$ cat src/rtl/pc_sequencer.sv
// pc_sequencer: fetch-stage program-counter sequencer for the 6502 core.
// Holds the PC, advances it per fetch, redirects on taken branch or jump,
// and squashes wrong-path fetches for FLUSH_CYCLES cycles after a redirect.
// Optional feature macro: PC_SEQ_BRANCH_STATS_EN (saturating taken-branch counter).
module pc_sequencer #(
    parameter int unsigned          PC_WIDTH     = 16,
    parameter logic [PC_WIDTH-1:0]  RESET_VECTOR = PC_WIDTH'(16'h0200),
    parameter int unsigned          FLUSH_CYCLES = 2
) (
    input  logic                clk_in,
    input  logic                rst_in,
    input  logic                stall_in,
    input  logic                halt_in,
    input  logic                branch_taken_in,
    input  logic [PC_WIDTH-1:0] branch_base_in,
    input  logic [7:0]          branch_offset_in,
    input  logic                jump_in,
    input  logic [PC_WIDTH-1:0] jump_target_in,
    output logic [PC_WIDTH-1:0] pc_out,
    output logic                fetch_valid_out,
    output logic                flush_out,
    output logic [15:0]         branch_count_out
);

    localparam int unsigned CNT_W = 3;
    localparam int unsigned OFF_W = 8;

    typedef enum logic [1:0] {
        START  = 2'd0,
        RUN    = 2'd1,
        FLUSH  = 2'd2,
        HALTED = 2'd3
    } state_t;

    state_t              state;
    logic [CNT_W-1:0]    flush_cnt;
    logic [PC_WIDTH-1:0] branch_target;

    // Relative branch target: sign-extended 8-bit offset, carry out discarded.
    assign branch_target = branch_base_in
                         + {{(PC_WIDTH-OFF_W){branch_offset_in[OFF_W-1]}}, branch_offset_in};

    // Sequencer FSM with registered PC, valid and flush outputs.
    always_ff @(posedge clk_in) begin
        if (rst_in) begin
            state           <= START;
            pc_out          <= RESET_VECTOR;
            fetch_valid_out <= 1'b0;
            flush_out       <= 1'b0;
            flush_cnt       <= '0;
        end else begin
            case (state)
                START: begin
                    state           <= RUN;
                    fetch_valid_out <= 1'b1;
                end
                RUN: begin
                    if (branch_taken_in || jump_in) begin
                        // Branch is the older instruction, so it wins over a jump.
                        pc_out          <= branch_taken_in ? branch_target : jump_target_in;
                        flush_out       <= 1'b1;
                        fetch_valid_out <= 1'b0;
                        flush_cnt       <= CNT_W'(FLUSH_CYCLES - 1);
                        state           <= FLUSH;
                    end else if (halt_in) begin
                        fetch_valid_out <= 1'b0;
                        state           <= HALTED;
                    end else if (!stall_in) begin
                        pc_out <= pc_out + PC_WIDTH'(1);
                    end
                end
                FLUSH: begin
                    // Requests here come from squashed instructions and are ignored.
                    if (flush_cnt == '0) begin
                        flush_out       <= 1'b0;
                        fetch_valid_out <= 1'b1;
                        state           <= RUN;
                    end else begin
                        flush_cnt <= flush_cnt - CNT_W'(1);
                    end
                end
                HALTED: begin
                    fetch_valid_out <= 1'b0;
                    flush_out       <= 1'b0;
                end
                default: begin
                    state <= START;
                end
            endcase
        end
    end

`ifdef PC_SEQ_BRANCH_STATS_EN
    logic branch_accept;

    assign branch_accept = (state == RUN) && branch_taken_in;

    // Saturating count of branch redirects accepted in RUN.
    always_ff @(posedge clk_in) begin
        if (rst_in) begin
            branch_count_out <= 16'h0000;
        end else if (branch_accept && (branch_count_out != 16'hFFFF)) begin
            branch_count_out <= branch_count_out + 16'd1;
        end
    end
`else
    assign branch_count_out = 16'h0000;
`endif

endmodule

$ cat config.mk
export PLATFORM = sky130hd
export DESIGN_NAME = pc_sequencer
export DESIGN_NICKNAME = d
export VERILOG_FILES = /design/src/rtl/pc_sequencer.sv
export SDC_FILE = /design/constraint.sdc
export NUM_CORES = 1
export LEC_CHECK = 0
export BUFFER_PORTS_ARGS = -buffer_cell sky130_fd_sc_hd__buf_2
export CORE_ASPECT_RATIO = 1.5
export CORE_UTILIZATION = 34
export DETAILED_ROUTE_END_ITERATION = 16
export PLACE_DENSITY = 0.57
export SLEW_MARGIN = 15
export SYNTH_ARGS = -nofsm -noshare
export SYNTH_HDL_FRONTEND = slang
export SYNTH_SLANG_ARGS = --single-unit
$ cat constraint.sdc
create_clock -name clk_in -period 3.4 [get_ports clk_in]
set_input_delay 0.51 -clock clk_in [delete_from_list [all_inputs] [get_ports clk_in]]
set_output_delay 0.51 -clock clk_in [all_outputs]
set_load 0.01 [all_outputs]
==> metrics <==
slowest cell delay on critical path=430 ps; most frequent cells in the layout=buf_2, a21oi_1, nand2_1; post-synthesis sequential element count=23; top sig layer=met4; Fin Setup TNS=0 ps; maximum VDD drop=151 uV; die width=69.8 um; worst skew pair latency=280 ps; PwrDens=314 nW/um2; Worst Hold Class=reg2reg; final period utilization=70.2%; wire per inst=14.8 um; Clk pin slew, worst setup/hold paths=90 ps; # setup viols final=0; final hold vios=0; Leak=0.00119 uW; Starting Density=35.7%; Total Wirelength=6600 um; DRC=0; ys flop type=dfxtp_1; Clock Tree Buf Depth=2; RePlAce Congestion=0.872; Ys Warns=0; Die Y=104 um; fin. max-slew vios=0; port bufs=63; metal2 WL=3410 um; worst-margin pin slew=633 ps; fin crit period=2390 ps; core footprint=6580 um2; Met3 Routed Length=197 um; CP Launch Type=input port; total I/O pin count=80; f_max=0.419 GHz; routed length on met1=2850 um; cells along the critical path=buf_2 > ha_1 > fa_1 > a21o_1 > a221oi_2 > o221ai_1 > a21oi_1 > or3_1 > a41oi_1; critical path type=in2reg; initial antenna violation count=0; share of layout cells above drive strength 1=19.5%; post-cts sizing count=0; Root Driver=clkbuf_8; first-pass GRT wire length=10900 um; final setup skew=8.14 ps; mapped cell area=2340 um2; vias in the first global route=2297; Hold-fix buffers, CTS=0; CTS tree=done; Area Growth Syn to Fin=14.0%; Hold WS=487 ps; Overflow after GRT=0; DR iter-0 viols=94; Post-DRT Antenna Nets=0; sequential area share after synthesis=19.6%; die area=7240 um2; RSZ-0062 raised after global routing=false; Crit. End Element=flop; Vias/cell=5.39; Inserted Clock Buffers=3; Worst EP arrival=2510 ps; status=finished, final reports clean; commonest non-fill, non-tap cell in the layout=buf_2; EDFF count, synth=0; nets=435; Max-Cap Viols=0; Slowest cell on crit path=a221oi_2; largest net degree at the start of global routing=31; post-synthesis average cell area=7.42 um2; Yosys cell types=57; asr flop ratio synth=0%; CP required=3530 ps; ANT cells=0; routed via count=2399; clock tree sinks=23; Clock H-tree levels=1; relative slew slack=57.8%; Post-CTS Setup Inserts=0; GRT Total Usage=18.3%; Std-Cell Rows=36; 1st-pass router iterations=4; Critical Path Fanout Max=4; Synth Instances=316; HPWL after detailed placement=5130 um
[flip-flops by register name, indices dropped and copies added, names as in the netlist]
| signal | cells |
|---|---|
| pc_out | 16 |
| flush_cnt | 3 |
| state | 2 |
| fetch_valid_out | 1 |
| flush_out | 1 |
[cells in the mapped netlist, types with 2 or more instances]
library cell / number / share of area, %
dfxtp_1: 23 / 20
and3_1: 3 / 0.80
inv_1: 11 / 1.8
o22ai_1: 2 / 0.53
nand3b_1: 2 / 0.64
buf_6: 3 / 1.4
o221ai_1: 4 / 1.5
a21oi_1: 35 / 7.5
xor2_1: 7 / 2.6
o211ai_1: 4 / 1.3
buf_2: 2 / 0.43
and3b_1: 2 / 0.75
o31ai_1: 2 / 0.64
o21a_1: 4 / 1.3
a31oi_1: 7 / 1.9
or3_1: 3 / 0.80
nor3_1: 11 / 2.3
a21o_1: 8 / 2.6
o21ai_1: 2 / 0.43
o21ai_0: 18 / 3.8
nor2b_1: 2 / 0.53
buf_4: 16 / 5.1
xnor2_1: 6 / 2.2
nor3_2: 2 / 0.85
mux2i_1: 4 / 1.7
nand2_1: 28 / 4.5
nand2b_1: 6 / 1.6
a211oi_1: 8 / 2.6
clkbuf_1: 10 / 1.6
ha_1: 18 / 9.6
nand4_1: 5 / 1.3
a22oi_1: 3 / 0.96
nand3_1: 11 / 2.3
nor2_1: 21 / 3.4
[final timing paths]
path	start	to	slack [ps]	depth (start not counted)
worst max-delay path	branch_base_in[0]	pc_out[14]$_SDFFE_PP0P_	1010	9
worst max register to register	pc_out[0]$_SDFFE_PP0P_	pc_out[12]$_SDFFE_PP0P_	1170	7
worst min-delay path	flush_cnt[0]$_SDFFE_PP0P_	flush_cnt[0]$_SDFFE_PP0P_	490	1
worst min register to register	flush_cnt[0]$_SDFFE_PP0P_	flush_cnt[0]$_SDFFE_PP0P_	490	1
[worst max-delay path: cells and delay by family]
kind            cells  cell delay, ps
compound gates      5            1170
fa+ha+maj           2             610
simple gates        1             120
buf+inv             1             100
[layout make-up]
class,count,area (um2)
multi-input combinational,266,1700
sequential,23,460
clock buffer,3,41.3
timing repair buffer,65,330
tap,76,95.1
clock inverter,1,7.51
inverter,11,41.3
fill,693,3900
[logic make-up after synthesis]
| group | after synthesis | synth area share (%) |
|---|---|---|
| AO/OA/AOI/OAI | 112 | 31.0 |
| AND/OR/NAND/NOR | 101 | 21.3 |
| buffers and inverters | 42 | 10.4 |
| flip-flops | 23 | 19.6 |
| adder cells (fa/ha/maj) | 19 | 10.5 |
| XOR/XNOR | 13 | 4.86 |
| multiplexers | 5 | 2.19 |
| other | 1 | 0.160 |
[routing by layer]
metal  vias up  GRT usage [%]
li1       1241              -
met1      1090           21.8
met3         9           1.56
met4         0           7.57
met5         -              0
met2        59           33.0
[per-stage QoR]
step	total power [uW]	worst slack, ps	instances	utilization, %	cell area, um2
finish	840	1010	445	40.7	2670
global route	894	892	445	40.7	2670
CTS	844	994	445	40.7	2670
detailed placement	656	702	441	39.9	2630
global placement	654	729	441	39.9	2630
floorplan	570	1000	331	-	2400
[report_power, final]
part           leakage [uW]  switching (uW)  internal [uW]
clock             0.0000217             106           83.5
combinational      0.000982             188            138
sequential         0.000189            31.7            293
Power figures use the tool's default switching activity.
